`config.mk`:
```
export PLATFORM = sky130hd
export DESIGN_NAME = ysyx_23060208_axi_arbiter
export DESIGN_NICKNAME = d
export VERILOG_FILES = /design/src/rtl/ysyx_23060208_axi_arbiter.sv
export SDC_FILE = /design/constraint.sdc
export NUM_CORES = 1
export LEC_CHECK = 0
export ABC_CLOCK_PERIOD_IN_PS = 5800
export CAP_MARGIN = 20
export CORE_AREA = 2 2 299 301
export DETAILED_ROUTE_END_ITERATION = 7
export DIE_AREA = 0 0 301 303
export MAX_ROUTING_LAYER = met4
export PLACE_DENSITY = 0.3
export SYNTH_ARGS = -nofsm -noshare
export SYNTH_HDL_FRONTEND = slang
export SYNTH_SLANG_ARGS = --single-unit
```
`constraint.sdc`:
```
create_clock -name clock -period 5.8 [get_ports clock]
set_input_delay 1.74 -clock clock [delete_from_list [all_inputs] [get_ports clock]]
set_output_delay 1.74 -clock clock [all_outputs]
set_load 0.01 [all_outputs]
```
`src/rtl/ysyx_23060208_axi_arbiter.sv`:
```
// Round-robin AXI4 arbiter: IFU and LSU share one SoC master port; LSU reads in the
// CLINT window go to the CLINT slave and LSU writes to that window get a local SLVERR.
module ysyx_23060208_axi_arbiter #(
    parameter int unsigned           DATA_WIDTH = 32,
    parameter int unsigned           ADDR_WIDTH = 32,
    parameter logic [ADDR_WIDTH-1:0] CLINT_BASE = 32'h0200_0000,
    parameter logic [ADDR_WIDTH-1:0] CLINT_LAST = 32'h0200_ffff
) (
    input  logic                      clock,
    input  logic                      reset,
    // IFU read slave
    input  logic                      ifu_arvalid,
    input  logic [ADDR_WIDTH-1:0]     ifu_araddr,
    input  logic [3:0]                ifu_arid,
    input  logic [7:0]                ifu_arlen,
    input  logic [2:0]                ifu_arsize,
    input  logic [1:0]                ifu_arburst,
    output logic                      ifu_arready,
    input  logic                      ifu_rready,
    output logic                      ifu_rvalid,
    output logic [1:0]                ifu_rresp,
    output logic [2*DATA_WIDTH-1:0]   ifu_rdata,
    output logic                      ifu_rlast,
    output logic [3:0]                ifu_rid,
    // LSU read slave
    input  logic                      lsu_arvalid,
    input  logic [ADDR_WIDTH-1:0]     lsu_araddr,
    input  logic [3:0]                lsu_arid,
    input  logic [7:0]                lsu_arlen,
    input  logic [2:0]                lsu_arsize,
    input  logic [1:0]                lsu_arburst,
    output logic                      lsu_arready,
    input  logic                      lsu_rready,
    output logic                      lsu_rvalid,
    output logic [1:0]                lsu_rresp,
    output logic [2*DATA_WIDTH-1:0]   lsu_rdata,
    output logic                      lsu_rlast,
    output logic [3:0]                lsu_rid,
    // LSU write slave
    input  logic                      lsu_awvalid,
    input  logic [ADDR_WIDTH-1:0]     lsu_awaddr,
    input  logic [3:0]                lsu_awid,
    input  logic [7:0]                lsu_awlen,
    input  logic [2:0]                lsu_awsize,
    input  logic [1:0]                lsu_awburst,
    output logic                      lsu_awready,
    input  logic                      lsu_wvalid,
    input  logic [2*DATA_WIDTH-1:0]   lsu_wdata,
    input  logic [7:0]                lsu_wstrb,
    input  logic                      lsu_wlast,
    output logic                      lsu_wready,
    input  logic                      lsu_bready,
    output logic                      lsu_bvalid,
    output logic [1:0]                lsu_bresp,
    output logic [3:0]                lsu_bid,
    // CLINT read master
    output logic                      clint_arvalid,
    output logic [ADDR_WIDTH-1:0]     clint_araddr,
    output logic [3:0]                clint_arid,
    output logic [7:0]                clint_arlen,
    output logic [2:0]                clint_arsize,
    output logic [1:0]                clint_arburst,
    input  logic                      clint_arready,
    output logic                      clint_rready,
    input  logic                      clint_rvalid,
    input  logic [1:0]                clint_rresp,
    input  logic [2*DATA_WIDTH-1:0]   clint_rdata,
    input  logic                      clint_rlast,
    input  logic [3:0]                clint_rid,
    // SoC master
    output logic                      io_master_awvalid,
    output logic [ADDR_WIDTH-1:0]     io_master_awaddr,
    output logic [3:0]                io_master_awid,
    output logic [7:0]                io_master_awlen,
    output logic [2:0]                io_master_awsize,
    output logic [1:0]                io_master_awburst,
    input  logic                      io_master_awready,
    output logic                      io_master_wvalid,
    output logic [2*DATA_WIDTH-1:0]   io_master_wdata,
    output logic [7:0]                io_master_wstrb,
    output logic                      io_master_wlast,
    input  logic                      io_master_wready,
    output logic                      io_master_bready,
    input  logic                      io_master_bvalid,
    input  logic [1:0]                io_master_bresp,
    input  logic [3:0]                io_master_bid,
    output logic                      io_master_arvalid,
    output logic [ADDR_WIDTH-1:0]     io_master_araddr,
    output logic [3:0]                io_master_arid,
    output logic [7:0]                io_master_arlen,
    output logic [2:0]                io_master_arsize,
    output logic [1:0]                io_master_arburst,
    input  logic                      io_master_arready,
    output logic                      io_master_rready,
    input  logic                      io_master_rvalid,
    input  logic [1:0]                io_master_rresp,
    input  logic [2*DATA_WIDTH-1:0]   io_master_rdata,
    input  logic                      io_master_rlast,
    input  logic [3:0]                io_master_rid
);

    typedef enum logic [3:0] {
        S_IDLE, S_IFU_AR, S_IFU_R, S_LSU_AR, S_LSU_R,
        S_CLINT_AR, S_CLINT_R, S_LSU_WR, S_LSU_B, S_WERR
    } state_e;

    state_e     state_q, state_d;
    logic       last_lsu_q, last_lsu_d;
    logic       aw_done_q, aw_done_d;
    logic       w_done_q, w_done_d;
    logic [3:0] werr_id_q, werr_id_d;

    logic ifu_req, lsu_req, ar_in_clint, aw_in_clint;
    logic aw_fire, w_fire;

    assign ifu_req     = ifu_arvalid;
    assign lsu_req     = lsu_arvalid | lsu_awvalid;
    assign ar_in_clint = (lsu_araddr >= CLINT_BASE) && (lsu_araddr <= CLINT_LAST);
    assign aw_in_clint = (lsu_awaddr >= CLINT_BASE) && (lsu_awaddr <= CLINT_LAST);

    always_ff @(posedge clock) begin
        if (!reset) begin
            state_q    <= S_IDLE;
            last_lsu_q <= 1'b1;
            aw_done_q  <= 1'b0;
            w_done_q   <= 1'b0;
            werr_id_q  <= 4'h0;
        end else begin
            state_q    <= state_d;
            last_lsu_q <= last_lsu_d;
            aw_done_q  <= aw_done_d;
            w_done_q   <= w_done_d;
            werr_id_q  <= werr_id_d;
        end
    end

    always_comb begin
        state_d    = state_q;
        last_lsu_d = last_lsu_q;
        aw_done_d  = aw_done_q;
        w_done_d   = w_done_q;
        werr_id_d  = werr_id_q;
        aw_fire    = 1'b0;
        w_fire     = 1'b0;

        ifu_arready = 1'b0; ifu_rvalid = 1'b0; ifu_rresp = '0;
        ifu_rdata   = '0;   ifu_rlast  = 1'b0; ifu_rid   = '0;
        lsu_arready = 1'b0; lsu_rvalid = 1'b0; lsu_rresp = '0;
        lsu_rdata   = '0;   lsu_rlast  = 1'b0; lsu_rid   = '0;
        lsu_awready = 1'b0; lsu_wready = 1'b0;
        lsu_bvalid  = 1'b0; lsu_bresp  = '0;   lsu_bid   = '0;
        clint_arvalid = 1'b0; clint_araddr = '0; clint_arid   = '0;
        clint_arlen   = '0;   clint_arsize = '0; clint_arburst = '0;
        clint_rready  = 1'b0;
        io_master_awvalid = 1'b0; io_master_awaddr = '0; io_master_awid    = '0;
        io_master_awlen   = '0;   io_master_awsize = '0; io_master_awburst = '0;
        io_master_wvalid  = 1'b0; io_master_wdata  = '0; io_master_wstrb   = '0;
        io_master_wlast   = 1'b0; io_master_bready = 1'b0;
        io_master_arvalid = 1'b0; io_master_araddr = '0; io_master_arid    = '0;
        io_master_arlen   = '0;   io_master_arsize = '0; io_master_arburst = '0;
        io_master_rready  = 1'b0;

        case (state_q)
            // Round-robin grant: on a tie the source not granted last time wins
            S_IDLE: begin
                if (ifu_req && (!lsu_req || last_lsu_q)) begin
                    state_d    = S_IFU_AR;
                    last_lsu_d = 1'b0;
                end else if (lsu_req) begin
                    last_lsu_d = 1'b1;
                    if (lsu_arvalid) state_d = ar_in_clint ? S_CLINT_AR : S_LSU_AR;
                    else             state_d = aw_in_clint ? S_WERR : S_LSU_WR;
                end
            end
            S_IFU_AR: begin
                io_master_arvalid = ifu_arvalid;  io_master_araddr  = ifu_araddr;
                io_master_arid    = ifu_arid;     io_master_arlen   = ifu_arlen;
                io_master_arsize  = ifu_arsize;   io_master_arburst = ifu_arburst;
                ifu_arready       = io_master_arready;
                if (ifu_arvalid && io_master_arready) state_d = S_IFU_R;
            end
            S_IFU_R: begin
                ifu_rvalid = io_master_rvalid; ifu_rresp = io_master_rresp;
                ifu_rdata  = io_master_rdata;  ifu_rlast = io_master_rlast;
                ifu_rid    = io_master_rid;    io_master_rready = ifu_rready;
                if (io_master_rvalid && ifu_rready && io_master_rlast) state_d = S_IDLE;
            end
            S_LSU_AR: begin
                io_master_arvalid = lsu_arvalid;  io_master_araddr  = lsu_araddr;
                io_master_arid    = lsu_arid;     io_master_arlen   = lsu_arlen;
                io_master_arsize  = lsu_arsize;   io_master_arburst = lsu_arburst;
                lsu_arready       = io_master_arready;
                if (lsu_arvalid && io_master_arready) state_d = S_LSU_R;
            end
            S_LSU_R: begin
                lsu_rvalid = io_master_rvalid; lsu_rresp = io_master_rresp;
                lsu_rdata  = io_master_rdata;  lsu_rlast = io_master_rlast;
                lsu_rid    = io_master_rid;    io_master_rready = lsu_rready;
                if (io_master_rvalid && lsu_rready && io_master_rlast) state_d = S_IDLE;
            end
            S_CLINT_AR: begin
                clint_arvalid = lsu_arvalid;  clint_araddr  = lsu_araddr;
                clint_arid    = lsu_arid;     clint_arlen   = lsu_arlen;
                clint_arsize  = lsu_arsize;   clint_arburst = lsu_arburst;
                lsu_arready   = clint_arready;
                if (lsu_arvalid && clint_arready) state_d = S_CLINT_R;
            end
            S_CLINT_R: begin
                lsu_rvalid = clint_rvalid; lsu_rresp = clint_rresp;
                lsu_rdata  = clint_rdata;  lsu_rlast = clint_rlast;
                lsu_rid    = clint_rid;    clint_rready = lsu_rready;
                if (clint_rvalid && lsu_rready && clint_rlast) state_d = S_IDLE;
            end
            // AW and W run independently; a finished channel is masked off
            S_LSU_WR: begin
                io_master_awaddr  = lsu_awaddr;  io_master_awid   = lsu_awid;
                io_master_awlen   = lsu_awlen;   io_master_awsize = lsu_awsize;
                io_master_awburst = lsu_awburst;
                io_master_wdata   = lsu_wdata;   io_master_wstrb  = lsu_wstrb;
                io_master_wlast   = lsu_wlast;
                io_master_awvalid = lsu_awvalid && !aw_done_q;
                io_master_wvalid  = lsu_wvalid && !w_done_q;
                lsu_awready       = io_master_awready && !aw_done_q;
                lsu_wready        = io_master_wready && !w_done_q;
                aw_fire = lsu_awvalid && io_master_awready && !aw_done_q;
                w_fire  = lsu_wvalid && io_master_wready && lsu_wlast && !w_done_q;
                if ((aw_done_q || aw_fire) && (w_done_q || w_fire)) begin
                    state_d   = S_LSU_B;
                    aw_done_d = 1'b0;
                    w_done_d  = 1'b0;
                end else begin
                    aw_done_d = aw_done_q || aw_fire;
                    w_done_d  = w_done_q || w_fire;
                end
            end
            S_LSU_B: begin
                lsu_bvalid = io_master_bvalid; lsu_bresp = io_master_bresp;
                lsu_bid    = io_master_bid;    io_master_bready = lsu_bready;
                if (io_master_bvalid && lsu_bready) state_d = S_IDLE;
            end
            // Writes into the CLINT window are absorbed here and answered with SLVERR
            S_WERR: begin
                lsu_awready = !aw_done_q;
                lsu_wready  = !w_done_q;
                if (lsu_awvalid && !aw_done_q) begin
                    aw_done_d = 1'b1;
                    werr_id_d = lsu_awid;
                end
                if (lsu_wvalid && lsu_wlast && !w_done_q) w_done_d = 1'b1;
                if (aw_done_q && w_done_q) begin
                    lsu_bvalid = 1'b1;
                    lsu_bresp  = 2'b10;
                    lsu_bid    = werr_id_q;
                    if (lsu_bready) begin
                        state_d   = S_IDLE;
                        aw_done_d = 1'b0;
                        w_done_d  = 1'b0;
                    end
                end
            end
            default: state_d = S_IDLE;
        endcase
    end

endmodule

```
### Word-level counts from Yosys, hierarchy flattened

Index checks and enable logic that the tools add are counted.
W data, S select, Z words.

* magnitude comparators: 4
* eq/ne operators: 20
* mux-type cells: 73
* bitwise operators: 1
* reductions and logical operators: 38

Operator list (count)
* $mux W64: 2
* $pmux W64 S2: 1
* $mux W4: 18
* $ge A32 B26 Y1 const B: 2
* $le A32 B26 Y1 const B: 2
* $mux W32: 2
* $pmux W32 S2: 1
* $pmux W4 S10: 1
* $logic_and A1 B1 Y1: 26
* $mux W8: 3
* $pmux W4 S2: 3
* $mux W1: 20
* $ne A2 B2 Y1 const B: 10
* $pmux W1 S2: 10
* $eq A4 B3 Y1 const B: 4
* $pmux W8 S2: 1
* $pmux W2 S2: 3
* $reduce_and A11 Y1: 1
* $mux W3: 3
* $eq A4 B2 Y1 const B: 2
* $eq A4 B4 Y1 const B: 2
* $mux W2: 4
* $pmux W3 S2: 1
* $eq A4 B1 Y1 const B: 1
* other kinds (7): 13

* flip-flop bits (word level): 11
* logic and storage cells: 141

### Longest topological paths before layout

* word-level depth: 7
* mapped depth: 9

### Least setup slack after synthesis

No wires, ideal clock.

* kind: input to output
* start: in lsu_arvalid
* end: out io_master_arvalid
* arrival time: 2.117 ns
* setup slack: 1.943 ns
* cell stages on the path: 2
* buffers on the path: 1
* cells stage by stage: buf_2 a22o_1

* cells in the longest elaborated chain, start to end: 1

Ends and longest elaborated chain
* start: declaration: line 26 `input logic lsu_arvalid,`
* $pmux W1 S2: line 163 `case (state_q)`
* end: declaration: line 87 `output logic io_master_arvalid,`

Every way passes these cells.

### Final worst setup path

* start: in lsu_rready
* end: out io_master_rready

* cells in the longest elaborated chain, start to end: 1

Ends and longest elaborated chain
* start: declaration: line 33 `input logic lsu_rready,`
* $pmux W1 S2: line 163
* end: declaration: line 94 `output logic io_master_rready,`

Every way passes these cells.

==> impl_metrics.ini <==
[status]
status = finished, final reports clean

[synth]
ys.warnings.count = 0
synth_nets = 930
ys_ff_latch = 11
synth.distinct_cells = 45
post_synth_instance_area_sq_mm = 0.00389
synth_ff_type = sky130_fd_sc_hd__dfxtp_1
ys_seq_area_frac = 0.0567
asyncSetResetFlopFracSynth = 0
syn_inst = 546
syn-mean-instance-area_sq_um = 7.12
synth_edf_count = 0

[global_routing]
grt_max_degree = 75
antenna_found_initial = 14
global_routing_usage_summed_across_all_routing_layers = 0.110
wire_length_of_the_first_global_routing_pass_mm = 66.4
grt_pass1_vias = 7719
gr-total-overflow = 0

[worst_setup_path]
critical_path.most_common_cell = sky130_fd_sc_hd__clkdlybuf4s50_1
r2r_cells = 7
worstSetupStartpoint = lsu_rready
critical_path_class = input pin to output port
cp_data_required_time_ps = 4060
cp-end-kind = output port
worstReg2RegEnd = last_lsu_q
critical_path.endpoint = io_master_rready
critPathTopFamily = buffers and inverters
timing.critical_path.depth = 3
worst_r2r_startpoint = state_q[3]
cp_max_fo = 4
critical_path_top_delay_cell = sky130_fd_sc_hd__clkdlybuf4s50_1
critPathLaunchType = input pin
critPathMaxStageDelay_ps = 820
timing.critical_path.buf_inv = 2
crit_arrival_ps = 3360
timing.critical_path.cells = clkdlybuf4s50_1 > a22o_1 > clkdlybuf4s50_1
reg2reg_setup_slack_ps = 2950

[cts]
cts_num_sinks = 11
cts_tree = done
clock_latency_ps = 250
cts_resized = 0
cts-buffers-inserted = 3
h_tree_lvl_count = 1
clk_pin_slew_worst_paths_ps = 50
cts_hold_repair.buffers = 0
clock_tree.root_cell = sky130_fd_sc_hd__clkbuf_16
clock_tree.buffer_depth = 2
cts_setup_buffers = 0

[route]
drt_drc_violations_left = 0
dr_total_vias = 7317
avgViaCountPerCell = 3.00
drt_first_iter_violations = 376
drt-pass1-iter-count = 4
routed_length_per_instance_um = 21.5
detail-route-antenna-nets = 0
totalWireLength_mm = 52.4

[power_and_ir_drop]
vdd_drop_max_uv = 115
leakage_power_uw = 0.00447
power.density_mw_per_mm2 = 156

[final_layout]
flow.area_growth_from_synthesis_pct = 236
fraction_of_final_layout_cells_sized_beyond_drive_strength_1 = 0.0253
final_net_count = 1652
post_route_core_utilization = 0.148
nFillCells = 10000
layout.cell_area.non_filler_sq_mm = 0.0131
area_taken_by_multi_input_logic_gates_sq_mm = 0.00343
area_taken_by_flip_flops_and_latches_sq_um = 220

[floorplanning]
io_pins = 766
die-area_sq_mm = 0.0912
start_util = 0.0442
dieHeight_um = 303
die_x_um = 301
fp.coreArea_sq_mm = 0.0880
rows = 109

[timing]
number_of_failing_setup_endpoints_in_the_final_timing_report = 0
achievable-frequency_mhz = 196
worst_slew_margin_rel = 0.384
smallest_setup_slack_after_layout_ps = 696
final_max_slew_viol_count = 0
fin_crit_sh = 0.880
final_hold_viol_count = 0
post-route-min-period_ps = 5100
rsz0062_at_grt = no
worst_clock_skew_ps = 7.96
max_slew.worst_pin.slew_ps = 923
setup_tns_ps = 0

[placed_design]
finalWeightedCongestion = 0.836
dp_hpwl_mm = 47.2
place_area_sq_mm = 0.0130
numPortBuffers = 765
dpl_worst_slack_ps = 607

[min_path]
timing.hold.worst_path_depth = 2
timing.hold.worst.start = werr_id_q[0]
timing.hold.worst.class = flip-flop to flip-flop

[run]
maxCapViolCount = 0
## worst reg2reg max path: stages (launching register included)
cell	delay, ps
sky130_fd_sc_hd__dfxtp_1	920
sky130_fd_sc_hd__and4b_4	430
sky130_fd_sc_hd__buf_12	240
sky130_fd_sc_hd__o21ai_0	120
sky130_fd_sc_hd__o31a_1	330
sky130_fd_sc_hd__and3_1	400
sky130_fd_sc_hd__a21boi_1	110
sky130_fd_sc_hd__nand3b_1	180
## cell usage after synthesis (3+ instances only)
master                     instances  area share
sky130_fd_sc_hd__nor4_1            7       0.011
sky130_fd_sc_hd__nand3_1           3      0.0039
sky130_fd_sc_hd__mux2i_1           7       0.018
sky130_fd_sc_hd__nand2_1           5      0.0048
sky130_fd_sc_hd__nor4b_1           3      0.0068
sky130_fd_sc_hd__a22o_1          129        0.29
sky130_fd_sc_hd__o211a_1           3      0.0077
sky130_fd_sc_hd__a31oi_1           3      0.0048
sky130_fd_sc_hd__a21oi_1           8       0.010
sky130_fd_sc_hd__and2_1          249        0.40
sky130_fd_sc_hd__o21ai_0           3      0.0039
sky130_fd_sc_hd__nor2_1            6      0.0058
sky130_fd_sc_hd__dfxtp_1          11       0.057
sky130_fd_sc_hd__nor4bb_1          3      0.0077
sky130_fd_sc_hd__a21boi_1          3      0.0058
sky130_fd_sc_hd__clkbuf_1         44       0.042
sky130_fd_sc_hd__buf_2            18       0.023
sky130_fd_sc_hd__nor2b_1           7       0.011
## routing by layer
layer / track usage / share of wire / vias to the layer above / wire length [um]
met3: 0.0329 / 0.086 / 28 / 4490
met2: 0.191 / 0.50 / 476 / 26300
li1: - / - / 3414 / -
met5: - / 0 / - / 0
met1: 0.124 / 0.40 / 3399 / 20900
met4: 0.0190 / 0.015 / 0 / 811
## cells in the final DEF, fill, tap and decap left out, types with 5 or more instances in the layout
cell type,instances
sky130_fd_sc_hd__nor2b_1,7
sky130_fd_sc_hd__diode_2,10
sky130_fd_sc_hd__a22o_1,129
sky130_fd_sc_hd__clkdlybuf4s50_1,765
sky130_fd_sc_hd__dfxtp_1,11
sky130_fd_sc_hd__nor2_1,6
sky130_fd_sc_hd__mux2i_1,7
sky130_fd_sc_hd__nand2_1,5
sky130_fd_sc_hd__a21oi_1,8
sky130_fd_sc_hd__and2_1,249
sky130_fd_sc_hd__nor4_1,7
sky130_fd_sc_hd__buf_4,12
sky130_fd_sc_hd__buf_12,5
## cell type report
class / count / area share
Timing Repair Buffer: 782 / 0.601
Antenna cell: 10 / 0.00192
Sequential cell: 11 / 0.0169
Multi-Input combinational cell: 470 / 0.262
Clock buffer: 4 / 0.00604
Tap cell: 1165 / 0.112
## how the worst min path moves through the flow
stage / to
2_1_floorplan: werr_id_q[0]
3_3_place_gp: werr_id_q[3]
3_5_place_dp: werr_id_q[3]
4_1_cts: werr_id_q[3]
5_1_grt: werr_id_q[0]
6_report: werr_id_q[0]
## cell families (layout without fill, tap and decap cells)
group                  count (synthesis)  in the layout  synth area share
AND/OR/NAND/NOR                      301            301             0.502
multiplexers                           7              7            0.0180
other                                  0             10                 0
buffers and inverters                 65            786            0.0734
flip-flops                            11             11            0.0567
AO/OA/AOI/OAI                        162            162             0.350
## per-stage QoR
step                hold WS (ps)  std cells  power, uW
global placement             508       2428       1960
global route                 572       2439       2170
detailed placement           517       2428       1940
floorplan                    487        546        793
CTS                          533       2432       2090
finish                       522       2442       2040
## where the power goes
group,internal [uW],leakage (uW),total (uW),switching [uW]
registers,89.3,0.0000895,139,49.5
logic,975,0.00434,1760,787
clock network,93.0,0.0000382,134,41.3
## flip-flops by register name, summed over array words and instances, names as in the netlist
| name | cells |
|---|---|
| w_done_q | 1 |
| werr_id_q | 4 |
| last_lsu_q | 1 |
| aw_done_q | 1 |
| state_q | 4 |
Power figures use the tool's default switching activity.
